<file path="config.mk">
export PLATFORM = sky130hd
export DESIGN_NAME = multdiv_sequencer
export DESIGN_NICKNAME = d
export VERILOG_FILES = /design/src/rtl/multdiv_pkg.sv /design/src/rtl/multdiv_watchdog.sv /design/src/rtl/multdiv_sequencer.sv
export SDC_FILE = /design/constraint.sdc
export NUM_CORES = 1
export LEC_CHECK = 0
export ABC_AREA = 1
export CORE_ASPECT_RATIO = 1.1
export CORE_UTILIZATION = 45
export CTS_BUF_LIST = sky130_fd_sc_hd__clkbuf_4 sky130_fd_sc_hd__clkbuf_8
export DETAILED_ROUTE_END_ITERATION = 8
export GPL_ROUTABILITY_DRIVEN = 0
export PLACE_DENSITY_LB_ADDON = 0.3
export SLEW_MARGIN = 20
export SYNTH_ARGS = -nofsm -noshare
export SYNTH_HDL_FRONTEND = slang
export SYNTH_SLANG_ARGS = --single-unit
</file>
<file path="constraint.sdc">
create_clock -name clock -period 12 [get_ports clock]
set_input_delay 3 -clock clock [delete_from_list [all_inputs] [get_ports clock]]
set_output_delay 3 -clock clock [all_outputs]
set_load 0.05 [all_outputs]
</file>
<file path="src/rtl/multdiv_pkg.sv">
// Shared types and constants for the multiply/divide sequencer.
package multdiv_pkg;

  typedef enum logic [1:0] {
    IDLE = 2'd0,
    MRUN = 2'd1,
    DRUN = 2'd2,
    DONE = 2'd3
  } state_e;

  // Engine iteration counts; the watchdog limit has to exceed both.
  localparam int MULT_ITERS      = 16;
  localparam int DIV_ITERS       = 32;
  localparam int DEFAULT_TIMEOUT = 40;

endpackage

</file>
<file path="src/rtl/multdiv_watchdog.sv">
// Clearable, enabled up-counter that saturates at TIMEOUT and never wraps.
// tc is high on the enabled cycle whose increment lands on TIMEOUT.
module multdiv_watchdog #(
  parameter int TIMEOUT = 40,
  parameter int CNT_W   = 6
) (
  input  logic clock,
  input  logic reset,
  input  logic clr,
  input  logic en,
  output logic tc
);

  localparam logic [CNT_W-1:0] TERM = CNT_W'(TIMEOUT);
  localparam logic [CNT_W-1:0] LAST = CNT_W'(TIMEOUT - 1);
  localparam logic [CNT_W-1:0] ONE  = CNT_W'(1);

  logic [CNT_W-1:0] count_q, count_d;

  always_comb begin
    count_d = count_q;
    if (clr) begin
      count_d = '0;
    end else if (en && (count_q != TERM)) begin
      count_d = count_q + ONE;
    end
  end

  always_ff @(posedge clock or posedge reset) begin
    if (reset) begin
      count_q <= '0;
    end else begin
      count_q <= count_d;
    end
  end

  assign tc = en && (count_q == LAST);

endmodule

</file>
<file path="src/rtl/multdiv_sequencer.sv">
// Captures a mult/div request, starts one engine, collects its result and pulses data_resultRDY once.
// resultRDY follows the sampled engine ready by one cycle; requests are never stalled, a new one aborts the current op.
module multdiv_sequencer
  import multdiv_pkg::*;
#(
  parameter int WIDTH   = 32,
  parameter int TIMEOUT = DEFAULT_TIMEOUT,
  parameter int CNT_W   = 6
) (
  input  logic             clock,
  input  logic             reset,
  input  logic             ctrl_MULT,
  input  logic             ctrl_DIV,
  input  logic [WIDTH-1:0] data_operandA,
  input  logic [WIDTH-1:0] data_operandB,
  output logic [WIDTH-1:0] op_a,
  output logic [WIDTH-1:0] op_b,
  output logic             mult_start,
  input  logic             mult_ready,
  input  logic [WIDTH-1:0] mult_result,
  input  logic             mult_overflow,
  output logic             div_start,
  input  logic             div_ready,
  input  logic [WIDTH-1:0] div_result,
  output logic [WIDTH-1:0] data_result,
  output logic             data_exception,
  output logic             data_resultRDY
);

  state_e           state_q, state_d;
  logic [WIDTH-1:0] op_a_q, op_a_d;
  logic [WIDTH-1:0] op_b_q, op_b_d;
  logic [WIDTH-1:0] result_q, result_d;
  logic             exc_q, exc_d;
  logic             rdy_q, rdy_d;
  logic             mult_start_q, mult_start_d;
  logic             div_start_q, div_start_d;

  logic req_any, req_bad, div_zero, run, m_hit, d_hit, wd_tc, wd_fire;

  assign req_any  = ctrl_MULT | ctrl_DIV;
  assign req_bad  = ctrl_MULT & ctrl_DIV;
  assign div_zero = ctrl_DIV & ~ctrl_MULT & (data_operandB == '0);
  assign run      = (state_q == MRUN) || (state_q == DRUN);

  // Ready seen while start is still high belongs to the previous operation.
  assign m_hit   = (state_q == MRUN) && !mult_start_q && mult_ready;
  assign d_hit   = (state_q == DRUN) && !div_start_q && div_ready;
  assign wd_fire = run && wd_tc && !m_hit && !d_hit;

  multdiv_watchdog #(
    .TIMEOUT (TIMEOUT),
    .CNT_W   (CNT_W)
  ) u_watchdog (
    .clock (clock),
    .reset (reset),
    .clr   (req_any),
    .en    (run),
    .tc    (wd_tc)
  );

  always_ff @(posedge clock or posedge reset) begin
    if (reset) begin
      state_q      <= IDLE;
      op_a_q       <= '0;
      op_b_q       <= '0;
      result_q     <= '0;
      exc_q        <= 1'b0;
      rdy_q        <= 1'b0;
      mult_start_q <= 1'b0;
      div_start_q  <= 1'b0;
    end else begin
      state_q      <= state_d;
      op_a_q       <= op_a_d;
      op_b_q       <= op_b_d;
      result_q     <= result_d;
      exc_q        <= exc_d;
      rdy_q        <= rdy_d;
      mult_start_q <= mult_start_d;
      div_start_q  <= div_start_d;
    end
  end

  // A request from any state wins over whatever the current state would do.
  always_comb begin
    state_d = state_q;
    if (req_any) begin
      if (req_bad || div_zero) begin
        state_d = DONE;
      end else if (ctrl_MULT) begin
        state_d = MRUN;
      end else begin
        state_d = DRUN;
      end
    end else begin
      case (state_q)
        MRUN, DRUN: if (m_hit || d_hit || wd_fire) state_d = DONE;
        DONE:       state_d = IDLE;
        default:    state_d = state_q;
      endcase
    end
  end

  always_comb begin
    op_a_d       = op_a_q;
    op_b_d       = op_b_q;
    result_d     = result_q;
    exc_d        = exc_q;
    rdy_d        = (state_d == DONE);
    mult_start_d = 1'b0;
    div_start_d  = 1'b0;
    if (req_any) begin
      op_a_d       = data_operandA;
      op_b_d       = data_operandB;
      result_d     = '0;
      exc_d        = req_bad | div_zero;
      mult_start_d = (state_d == MRUN);
      div_start_d  = (state_d == DRUN);
    end else if (m_hit) begin
      result_d = mult_result;
      exc_d    = mult_overflow;
    end else if (d_hit) begin
      result_d = div_result;
      exc_d    = 1'b0;
    end else if (wd_fire) begin
      result_d = '0;
      exc_d    = 1'b1;
    end
  end

  assign op_a           = op_a_q;
  assign op_b           = op_b_q;
  assign mult_start     = mult_start_q;
  assign div_start      = div_start_q;
  assign data_result    = result_q;
  assign data_exception = exc_q;
  assign data_resultRDY = rdy_q;

endmodule

</file>
# --- After elaboration in Yosys (flattened, before gate mapping) ---
# Index checks and enable logic that the tools add are counted.
op_classes:
  bitwise: 6
  div_mod_pow: 0
  eq_ne: 8
  order_cmp: 0
  n_mul: 0
  muxes: 17
  reduce_logical: 21
  add_sub_neg: 1
  n_shift: 0
ops:
  columns: ["cell", "count"]
  rows:
  - ["2-to-1 mux 32 bit", 4]
  - ["logical NOT 32 bit", 1]
  - ["2-to-1 mux 6 bit", 2]
  - ["logical AND 1 bit", 9]
  - ["equality test 2 bit, second input constant", 4]
  - ["2-to-1 mux 2 bit", 4]
  - ["adder 6 x 1 -> 6 bit, second input constant", 1]
  - ["equality test 6 bit, second input constant", 1]
  - ["2-to-1 mux 1 bit", 6]
  - ["!= test 6 bit, second input constant", 1]
  - ["equality test 2 x 1 -> 1 bit, second input constant", 2]
  - ["logical NOT 1 bit", 4]
  - ["logical OR 1 bit", 4]
  - ["case mux 2 bit (2 select lines)", 1]
  - ["nonzero test 4 bit", 1]
  - ["bitwise AND 1 bit", 3]
  - ["OR 1 bit", 2]
  - ["nonzero test 2 bit", 1]
  - ["OR reduction 2 bit", 1]
  - ["inverter 1 bit", 1]
totals:
  mem_bits_rw: 0
  elab_cells: 62
  register_bits: 108
  inputBits: 135
  latch_bits: 0
  mem_bits_ro: 0
  mem_count: 0

# --- Depth between registers and ports, before layout ---
# Gate-level depths: netlist (run 1).
depth:
  ltp_word: 12
  mapped_depth: 12
  depth_no_buf: 12

# --- Modules after synthesis ---
# From an unflattened synthesis (run 1), not the netlist that was laid out.
hier_totals:
  hier_cells: 573
  area_unflattened_um2: 4772.1
by_module_without_submodules:
  columns: ["module", "area_per_inst_um2", "seq_area_each_um2", "instances", "cells_each"]
  rows:
  - ["multdiv_sequencer", 4400.5, 2552.4, 1, 522]
  - ["multdiv_watchdog", 371.6, 150.1, 1, 51]

# --- Least setup slack after synthesis (run 1) ---
# OpenSTA, ideal clock, no wires.
synth_timing:
  path_type: "in2reg"
  start: "in mult_ready"
  end: "reg result_q[10] (netlist: data_result[10])"
  t_arrival_ns: 3.665
  setup_slack_ns: 8.194
  path_buffers: 1
  stages: 6
  required_time_ns: 11.859
  cell_sequence: "nand2_1 nor2_2 inv_2 clkbuf_1 o21ai_0 o22ai_1"
synth_between:
  elab_chain_cells: 5
  elab_cells_between_ends: 7
  classes_between: "2 x mux; 5 x reduce/logical"
synth_rtl:
  columns: ["element", "line", "source"]
  rows:
  - ["start: declaration", "multdiv_sequencer.sv:19", "input logic mult_ready,"]
  - ["logical AND 1 bit *", "multdiv_sequencer.sv:47", "assign m_hit = (state_q == MRUN) && !mult_start_q && mult_ready;"]
  - ["logical NOT 1 bit", "multdiv_sequencer.sv:49", "assign wd_fire = run && wd_tc && !m_hit && !d_hit;"]
  - ["logical AND 1 bit (2 in a row)", "multdiv_sequencer.sv:49", null]
  - ["nonzero test 4 bit (no line)", null, null]
  - ["end signal: assignment", "multdiv_sequencer.sv:76", "result_q <= result_d;"]
  - ["end: declaration", "multdiv_sequencer.sv:33", "logic [WIDTH-1:0] result_q, result_d;"]
# Mark *: on every way between the ends. The rest lies on a longest branch, timed or not.
# A chain may end at the register's enable or synchronous reset.

# --- Final worst setup path (run 1) ---
layout_timing:
  start: "in ctrl_DIV"
  end: "reg u_watchdog.count_q[3]"
layout_between:
  elab_chain_cells: 2
  elab_cells_between_ends: 3
  classes_between: "1 x mux; 1 x bitwise; 1 x reduce/logical"
layout_rtl:
  columns: ["element", "line", "source"]
  rows:
  - ["start: declaration", "multdiv_sequencer.sv:13", "input logic ctrl_DIV,"]
  - ["OR 1 bit *", "multdiv_sequencer.sv:41", "assign req_any = ctrl_MULT | ctrl_DIV;"]
  - ["2-to-1 mux 6 bit or nonzero test 2 bit (tied branches)", null, null]
  - ["end signal: assignment", "multdiv_watchdog.sv:33", "count_q <= count_d;"]
  - ["end: declaration", "multdiv_watchdog.sv:18", "logic [CNT_W-1:0] count_q, count_d;"]
# Marked as above.

==> impl_results.md, run 1 <==
- Min-Delay Path Class: reg2reg
- Final min period: 5.93 ns
- Share of cells above drive strength 1: 3.49%
- CP Launch Type: input port
- Die Span X: 100 um
- Count leader, synth: nand2_1
- Syn Inst Count: 580
- Clock Sinks: 108
- First-pass DRT Iterations: 5
- Yosys reg bits: 108
- Fin Setup TNS: 0 ns
- Top_reg_cell synth: dfrtp_1
- Commonest cells in the netlist: nand2_1 (221), dfrtp_1 (108), inv_1 (75), o21ai_0 (62), o22ai_1 (32)
- EDFF count, synth: 0
- Slew @ Worst Pin: 0.942 ns
- Area leader, netlist: dfrtp_1
- Placement Rows: 39
- Clock skew: 0.00897 ns
- Ranking of synthesized cells by area: dfrtp_1 (57%), nand2_1 (17%), o21ai_0 (6.5%), inv_1 (5.9%), o22ai_1 (4.2%)
- Core box area: 10300 um^2
- Crit share post-route: 49.4%
- Cell variety after synth: 21
- MaxCap Viol Count: 0
- Initial antenna violation count: 0
- Critical path, cell by cell: clkdlybuf4s50_1 -> nor2_4 -> buf_4 -> clkinv_2 -> a21oi_1 -> o21a_1
- P_int: 583 uW
- Final Max Tran Viols: 0
- Netlist Area Pre-Place: 4780 um^2
- Setup Buffers After CTS: 0
- Critical Path RT: 12.29 ns
- Clock network power share: 24.7%
- Sw power: 277 uW
- Slowest cell on the critical path: clkinv_2
- Layout area overhead: 54.2%
- Post-DP Area: 7180 um^2
- Post-CTS sizing: 0
- Reg2Reg Setup Slack: 9.74 ns
- Final WL: 13.0 mm
- Dpl hpwl: 9.62 mm
- Die area: 11000 um^2
- Vias in the first global route: 4211
- Post-layout instance area: 7370 um^2
- Largest delay share family, worst path: buffers and inverters
- IO Count: 235
- Fin util: 71.3%
- WL/cell: 13.7 um
- Crit-path max cell delay: 0.86 ns
- Combinational Power Share: 28.6%
- Global-route wire length before repair: 19.9 mm
- Slew Limit Headroom: 37.2%
- Syn avg cell area: 8.24 um^2
- CTS tree: done
- Nets: 938
- # DRC: 0
- Starting Density: 46.2%
- Share of the synthesized area in the top cell type: 56.5%
- Async SR Flop Fraction: 100%
- Vias: 4494
- Final setup vio count: 0
- Clock Pin Slew Worst Setup and Hold Paths: 0.08 ns
- Hold Fails Final Rpt: 0
- Syn_nets: 720
- CP Buf/Inv Count: 3
- Die height: 110 um
- RSZ-0062 raised after global routing: no
- Arr. time, crit path: 6.23 ns
- Status: finished, final reports clean
- Peak supply drop: 0.0751 mV
- CP Max Fanout: 71
- Latest clock arrival within the worst-skew pair: 0.36 ns
- Placed insts: 930
- Max Fclk: 0.169 GHz
- Sw Ratio: 32.2%
- Lkg Pwr: 0.00342 uW
- Sequential cell area fraction in the yosys report: 56.5%
- Yosys warnings: 0
- Post-route ant nets: 0
- Via density: 4.75
- Worst setup EP type: flop
- H-Tree Depth: 3
- PortBufs: 234
- GRT overflow: 0
- N_diodes: 0
- Layout Cells excl Fill: 946
- Hold buffers post-CTS: 0
- Initial detailed-routing violation count: 231
- Kind of critical path: in2reg
- Tot Pwr: 860 uW
- Reg power frac: 46.8%
- Clock buffer count from CTS: 9
- GRT Total Usage: 23.4%
- Largest net degree at the start of global routing: 72
- Power Density: 117 nW/um^2
- Clk buf depth: 2
- CTS Root Cell: clkbuf_8
[flip-flops by register name (all words and copies together), names as in the netlist]
name / count
data_exception: 1
state_q: 2
mult_start: 1
div_start: 1
data_resultRDY: 1
op_b: 32
data_result: 32
op_a: 32
u_watchdog.count_q: 6
[per-stage QoR]
stage                     hold WS (ns)  worst slack [ns]
after floorplan                  0.433              6.15
after global placement           0.456              6.17
after detailed placement         0.460              6.05
after CTS                        0.480              6.44
after global routing             0.500              5.80
final                            0.484              6.07
[power by group through the flow]
stage	combinational [uW]	clock, uW	sequential, uW
after floorplan	56.8	0	490
after global placement	244	0	408
after detailed placement	247	0	409
after CTS	248	219	402
after global routing	262	235	405
final	246	212	402
[final timing paths]
kind | from | endpoint | cells past startpoint
setup / recovery | ctrl_DIV | u_watchdog.count_q[3]$_DFFE_PP0P_ | 6
setup reg to reg | state_q[0]$_DFF_PP0_ | data_result[0]$_DFFE_PP0P_ | 7
hold / removal | op_a[10]$_DFFE_PP0N_ | op_a[10]$_DFFE_PP0N_ | 2
max in group asynchronous | reset | op_a[25]$_DFFE_PP0N_ | 3
hold reg to reg | op_a[10]$_DFFE_PP0N_ | op_a[10]$_DFFE_PP0N_ | 2
min in group asynchronous | reset | op_a[12]$_DFFE_PP0N_ | 2
[per-layer routing]
metal  GRT usage, %  wire length, um  vias to the layer above  share of wire [%]
met5              0                0                        -                  0
met4           9.83              266                        0                2.0
met3           6.24             1100                       23                8.5
met2           39.4             6190                      190                 48
met1           28.6             5430                     2034                 42
li1               -                -                     2247                  -
[logic make-up (layout without fill, tap and decap cells)]
logic type / Yosys count / count (layout) / share of synthesized area (%)
simple gates: 257 / 257 / 21.4
flops: 108 / 108 / 56.5
buf+inv: 107 / 330 / 9.05
compound gates: 103 / 103 / 11.7
fa+ha+maj: 5 / 5 / 1.31
[cells in the final DEF (no fill, tap or decap), drive strengths merged]
cell / count
clkdlybuf4s50: 234
nand2: 221
dfrtp: 108
inv: 77
o21ai: 65
o22ai: 32
nor2: 19
clkbuf: 15
nand4: 7
nand3: 6
ha: 5
nor3: 4
a21oi: 4
clkinv: 2
buf: 2
a31oi: 1
o21a: 1
[worst reg2reg max path: stages (launching register included)]
cell and delay, ns:
dfrtp_1 0.39, inv_1 0.10, ha_1 0.15, nand2_1 0.08, nor2_4 0.56, nor2_2 0.12
nand3_2 0.51, o22ai_1 0.18
[final cells by class]
class	count	area [um^2]
Fill cell	818	2970
Sequential cell	108	2700
Timing Repair Buffer	236	2360
Multi-Input combinational cell	365	1650
Inverter	78	297
Clock buffer	15	188
Tap cell	143	179
Clock inverter	1	5.00
Power figures use the tool's default switching activity.
==> inputs of run 2 (changes only) <==
CORE_UTILIZATION = 38   (was 45)
clock period = 5.1 ns   (was 12 ns; I/O delays follow)
==> run 2 against run 1 <==
  * First-iteration DRC count is 14% lower
  * Register-to-register slack got worse by 7.0 ns
  * Clock skew hardly changed
  * Cell area about the same
  * Global-route usage fell by 4.0 points
  * Critical endpoint unchanged
  * Sequential power grew 140%
  * Combinational power rose by 130%
  * Critical path type unchanged
  * Sequential share of layout area hardly changed
  * Highest routed layer unchanged
  * Core utilization shrank 10 points
  * Via count down 1.0%
  * Setup slack lost 4.0 ns
  * Clock-buffer cell count is 6 lower
==> impl_results.md, run 2 (synthesis results as in run 1) <==
- Lkg Pwr: 0.00340 uW (-0.35%)
- Slew Limit Headroom: 38.5% (+1.3 points)
- Placed insts: 941 (+1.2%)
- Slowest cell on the critical path: clkinv_2
- Largest delay share family, worst path: buffers and inverters
- Placement Rows: 42 (+7.7%)
- Final setup vio count: 0 (unchanged)
- CTS tree: done
- Die area: 13000 um^2 (+18%)
- Post-CTS sizing: 0 (unchanged)
- PortBufs: 234 (unchanged)
- Post-layout instance area: 7380 um^2 (about the same)
- Kind of critical path: in2reg
- Initial antenna violation count: 0 (unchanged)
- Global-route wire length before repair: 19.9 mm (-0.25%)
- Hold Slack: 0.483 ns (-0.00109 ns)
- Starting Density: 39.4% (-6.8 points)
- Post-DP Area: 7190 um^2 (+0.19%)
- Crit share post-route: 59.5%
- # DRC: 0 (unchanged)
- Slew @ Worst Pin: 0.922 ns (-0.0200 ns)
- First-pass DRT Iterations: 4 (-1)
- R2r startpoint: state_q[0]$_DFF_PP0_
- Status: finished, final reports clean
- RR Endpoint: data_result[2]$_DFFE_PP0P_
- CTS Root Cell: clkbuf_8
- Hold buffers post-CTS: 0 (unchanged)
- N_diodes: 0 (unchanged)
- WL/cell: 13.5 um (-2.0%)
- RSZ-0062 raised after global routing: no
- Peak supply drop: 0.150 mV (+99%)
- Reg2Reg Setup Slack: 2.74 ns (-7.00 ns)
- Latest clock arrival within the worst-skew pair: 0.36 ns (about the same)
- Power Density: 272 nW/um^2 (+130%)
- MaxCap Viol Count: 0 (unchanged)
- CP Launch Type: input port
- Fin Setup TNS: 0 ns (unchanged)
- Setup Buffers After CTS: 0 (unchanged)
- H-Tree Depth: 3 (unchanged)
- Most frequent cells in the layout: clkdlybuf4s50_1 (234), nand2_1 (221), dfrtp_1 (108), inv_1 (74), o21ai_0 (62)
- Vias in the first global route: 4290 (+1.9%)
- CP Max Fanout: 71 (unchanged)
- Final Max Tran Viols: 0 (unchanged)
- Via density: 4.65 (-2.2%)
- Clock Sinks: 108 (unchanged)
- Dpl hpwl: 9.59 mm (-0.33%)
- Share of cells above drive strength 1: 3.49% (unchanged)
- Core box area: 12100 um^2 (+17%)
- Largest net degree at the start of global routing: 93 (+29%)
- Critical path, cell by cell: clkdlybuf4s50_1 -> nor2_4 -> clkinv_2 -> a21oi_1 -> o21a_1
- Die height: 120 um (+8.7%)
- Clock skew: 0.00884 ns (-0.000126 ns)
- Critical path depth: 5 (-1)
- Max Fclk: 0.330 GHz
- Fillers: 1059 (+29%)
- Crit-path max cell delay: 0.76 ns (-0.10 ns)
- IO Count: 235 (unchanged)
- GRT overflow: 0 (unchanged)
- Clock Pin Slew Worst Setup and Hold Paths: 0.10 ns (+0.02 ns)
- Post-route ant nets: 0 (unchanged)
- Critical Path RT: 5.40 ns (-6.89 ns)
- Clock buffer count from CTS: 9 (unchanged)
- Nets: 938 (unchanged)
- Tot Pwr: 2010 uW (+130%)
- Die Span X: 109 um (+8.6%)
- Worst setup EP type: flop
- Critical Path Source: ctrl_DIV
- Final min period: 3.03 ns
- Hold Fails Final Rpt: 0 (unchanged)
- Clk buf depth: 2 (unchanged)
- Arr. time, crit path: 3.34 ns (-2.89 ns)
- Most common cell after layout, fill and taps aside: clkdlybuf4s50_1
- Worst setup path end: u_watchdog.count_q[3]$_DFFE_PP0P_
- Layout area overhead: 54.3% (about the same)
- GRT Total Usage: 19.4% (-4.0 points)
- CP Buf/Inv Count: 2 (-1)
- Vias: 4447 (-1.0%)
- FF-to-FF path depth: 7 (unchanged)
- Min-Delay Path Class: reg2reg
- Final WL: 12.9 mm (-0.84%)
- Initial detailed-routing violation count: 199 (-14%)
- Layout Cells excl Fill: 957 (+1.2%)
==> run 2: worst min-delay path by stage <==
stage / depth (start not counted) / startpoint / endpoint
after floorplan: 1 / u_watchdog.count_q[5]$_DFFE_PP0P_ / u_watchdog.count_q[5]$_DFFE_PP0P_
after global placement: 1 / u_watchdog.count_q[5]$_DFFE_PP0P_ / u_watchdog.count_q[5]$_DFFE_PP0P_
after detailed placement: 1 / u_watchdog.count_q[5]$_DFFE_PP0P_ / u_watchdog.count_q[5]$_DFFE_PP0P_
after CTS: 1 / u_watchdog.count_q[5]$_DFFE_PP0P_ / u_watchdog.count_q[5]$_DFFE_PP0P_
after global routing: 1 / u_watchdog.count_q[5]$_DFFE_PP0P_ / u_watchdog.count_q[5]$_DFFE_PP0P_
final: 1 / u_watchdog.count_q[5]$_DFFE_PP0P_ / u_watchdog.count_q[5]$_DFFE_PP0P_
==> run 2: report_power, final <==
part	internal, uW	leakage [uW]	total [uW]	switching [uW]
sequential	913	0.00136	946	33.0
clock	186	0.0000921	487	301
combinational	225	0.00195	576	351
==> run 2: metal layers <==
| layer | track usage, % | vias to the layer above | routed length [um] |
|---|---|---|---|
| li1 | - | 2246 | - |
| met1 | 22.9 | 2017 | 5260 |
| met2 | 33.8 | 170 | 6170 |
| met3 | 5.43 | 14 | 1280 |
| met4 | 5.83 | 0 | 169 |
| met5 | 0 | - | 0 |
==> run 2: per-stage QoR <==
step / utilization [%] / setup slack, ns
2_1_floorplan: - / 0.979
3_3_place_gp: 59.3 / 1.82
3_5_place_dp: 59.3 / 1.73
4_1_cts: 60.8 / 2.13
5_1_grt: 60.8 / 1.81
6_report: 60.8 / 2.07
==> run 2: final cells by class <==
class | count | area (um^2) | share of cell area, %
Clock buffer | 9 | 124 | 1.68
Clock inverter | 7 | 58.8 | 0.797
Inverter | 78 | 299 | 4.05
Multi-Input combinational cell | 365 | 1650 | 22.3
Sequential cell | 108 | 2700 | 36.6
Tap cell | 154 | 193 | 2.61
Timing Repair Buffer | 236 | 2360 | 31.9
==> inputs of run 3 (changes only) <==
CORE_UTILIZATION = 42   (was 38)
clock period = 3 ns   (was 5.1 ns; I/O delays follow)
==> run 3 against run 2 <==
  * Clock-buffer cell count is 2 higher
  * Non-clock buffer count is 4 higher
  * Combinational power is 71% higher
  * Sequential share of layout area is 0.26 points lower
  * Highest routed layer unchanged
  * Register-to-register slack worse by 1.9 ns
  * Setup slack worse by 1.4 ns
  * Cell area is 0.73% higher
  * Core utilization is 6.7 points higher
  * Critical endpoint is now div_start
  * First-iteration DRC count is 13% higher
==> impl_results.md, run 3 (synthesis results as in run 1) <==
- Status: finished, final reports clean
- Post-CTS sizing: 0 (unchanged)
- RSZ-0062 raised after global routing: no
- FF-to-FF path depth: 7 (unchanged)
- Die Span X: 104 um (-4.8%)
- Slew Limit Headroom: 45.2% (+6.7 points)
- Post-route ant nets: 0 (unchanged)
- Global-route wire length before repair: 21.3 mm (+7.2%)
- Placement Rows: 40 (-4.8%)
- Clock Pin Slew Worst Setup and Hold Paths: 0.10 ns (about the same)
- IO Count: 235 (unchanged)
- Kind of critical path: reg2out
- Most common cell after layout, fill and taps aside: clkdlybuf4s50_1
- Critical Path RT: 2.25 ns (-3.15 ns)
- Worst Hold Path EP: u_watchdog.count_q[5]$_DFFE_PP0P_
- WL/cell: 13.6 um (+1.2%)
- Nets: 942 (+0.43%)
- Die height: 114 um (-4.8%)
- Clock buffer count from CTS: 9 (unchanged)
- Peak supply drop: 0.287 mV (+92%)
- Latest clock arrival within the worst-skew pair: 0.36 ns (about the same)
- Hold buffers post-CTS: 0 (unchanged)
- Largest net degree at the start of global routing: 98 (+5.4%)
- Initial antenna violation count: 0 (unchanged)
- Largest delay share family, worst path: buffers and inverters
- Final min period: 2.34 ns
- Min-Delay Path Class: reg2reg
- CP Buf/Inv Count: 1 (-1)
- RR Endpoint: data_result[6]$_DFFE_PP0P_
- Reg2Reg Setup Slack: 0.87 ns (-1.87 ns)
- Crit-path max cell delay: 0.83 ns (+0.07 ns)
- CP Launch Type: flop
- N_diodes: 0 (unchanged)
- Hold Path Depth: 1 (unchanged)
- Slowest cell on the critical path: clkdlybuf4s50_1
- Layout area overhead: 55.5%
- Power Density: 471 nW/um^2 (+73%)
- Final setup vio count: 0 (unchanged)
- GRT Total Usage: 22.5% (+3.1 points)
- Hold Fails Final Rpt: 0 (unchanged)
- MaxCap Viol Count: 0 (unchanged)
- H-Tree Depth: 3 (unchanged)
- # DRC: 0 (unchanged)
- Hold Startpoint: u_watchdog.count_q[5]$_DFFE_PP0P_
- Setup Buffers After CTS: 0 (unchanged)
- Crit share post-route: 77.9%
- R2r startpoint: state_q[0]$_DFF_PP0_
- Core box area: 11000 um^2 (-9.3%)
- First-pass DRT Iterations: 4 (unchanged)
- Fin Setup TNS: 0 ns (unchanged)
- Most frequent cells in the layout: clkdlybuf4s50_1 (234), nand2_1 (221), dfrtp_1 (108), inv_1 (74), o21ai_0 (62)
- Lkg Pwr: 0.00343 uW (+0.91%)
- Slew @ Worst Pin: 0.821 ns (-0.101 ns)
- Pre-CTS WS: 0.515 ns (-1.21 ns)
- Max Fclk: 0.428 GHz
- Dpl hpwl: 9.56 mm (-0.38%)
- Area occupied by multi-input gates: 1650 um^2 (unchanged)
- Final Max Tran Viols: 0 (unchanged)
- Worst setup EP type: primary output
- CTS Root Cell: clkbuf_8
- Setup WS post-layout: 0.663 ns (-1.40 ns)
- Vias: 4518 (+1.6%)
- Tot Pwr: 3500 uW (+74%)
- Final WL: 13.0 mm (+0.89%)
- CP Max Fanout: 2 (-97%)
- Share of cells above drive strength 1: 3.97% (+0.48 points)
- Fillers: 903 (-15%)
- Arr. time, crit path: 1.59 ns (-1.75 ns)
- Clock skew: 0.0106 ns (+0.00175 ns)
- Vias in the first global route: 4589 (+7.0%)
- Clk buf depth: 2 (unchanged)
- Clock Sinks: 108 (unchanged)
- Die area: 11800 um^2 (-9.4%)
- Critical path, cell by cell: clkdlybuf4s50_1
- CTS tree: done
- Sequential cell area: 2700 um^2 (unchanged)
- GRT overflow: 0 (unchanged)
- Via density: 4.74 (+1.9%)
- PortBufs: 234 (unchanged)
- Starting Density: 43.4% (+4.0 points)
- Critical path depth: 1 (-4)
- Initial detailed-routing violation count: 224 (+13%)
==> run 3: cell count changes in the layout (fill, tap and decap cells not counted) <==
cell        change
buf_12          +1
buf_4           +3
bufinv_16       +1
clkbuf_4        +1
clkbuf_8        +1
clkinv_2        -1
clkinv_4        -1
clkinvlp_4      +1
inv_2           +1
inv_6           -2
inv_8           -1
==> run 3: final cells by class <==
type	instances	share of cell area, %
clock buffers	11	1.95
clock inverters	5	0.808
inverters	78	3.99
multi-input cells	365	22.1
flip-flops and latches	108	36.4
well taps	147	2.47
repair buffers	240	32.3
==> run 3: routing by layer <==
layer / GRT usage (%) / part of all wire (%) / vias up
met2: 40.0 / 50 / 174
met5: 0 / 0 / -
met4: 7.81 / 1.8 / 0
met1: 27.0 / 42 / 2071
met3: 5.14 / 6.9 / 18
li1: - / - / 2255
==> run 3: power breakdown <==
part           total [uW]  leakage, uW  switching (uW)  internal, uW
logic                 985      0.00197             599           386
registers            1610      0.00136            56.5          1550
clock network         908     0.000103             486           422
total                3500      0.00343            1140          2360
==> run 3: worst max path at each step <==
stage	start	end
final	div_start$_DFF_PP0_	div_start
after floorplan	reset	data_exception$_DFFE_PP0P_
after detailed placement	mult_ready	data_result[2]$_DFFE_PP0P_
after CTS	div_start$_DFF_PP0_	div_start
after global placement	mult_ready	data_result[8]$_DFFE_PP0P_
after global routing	div_start$_DFF_PP0_	div_start
==> run 3: through the flow <==
step,hold WS (ns),std cells,area (um^2),util [%]
detailed placement,0.467,938,7230,65.7
CTS,0.489,954,7430,67.5
floorplan,0.433,580,4790,-
global route,0.506,954,7430,67.5
finish,0.485,954,7430,67.5
global placement,0.458,938,7230,65.7
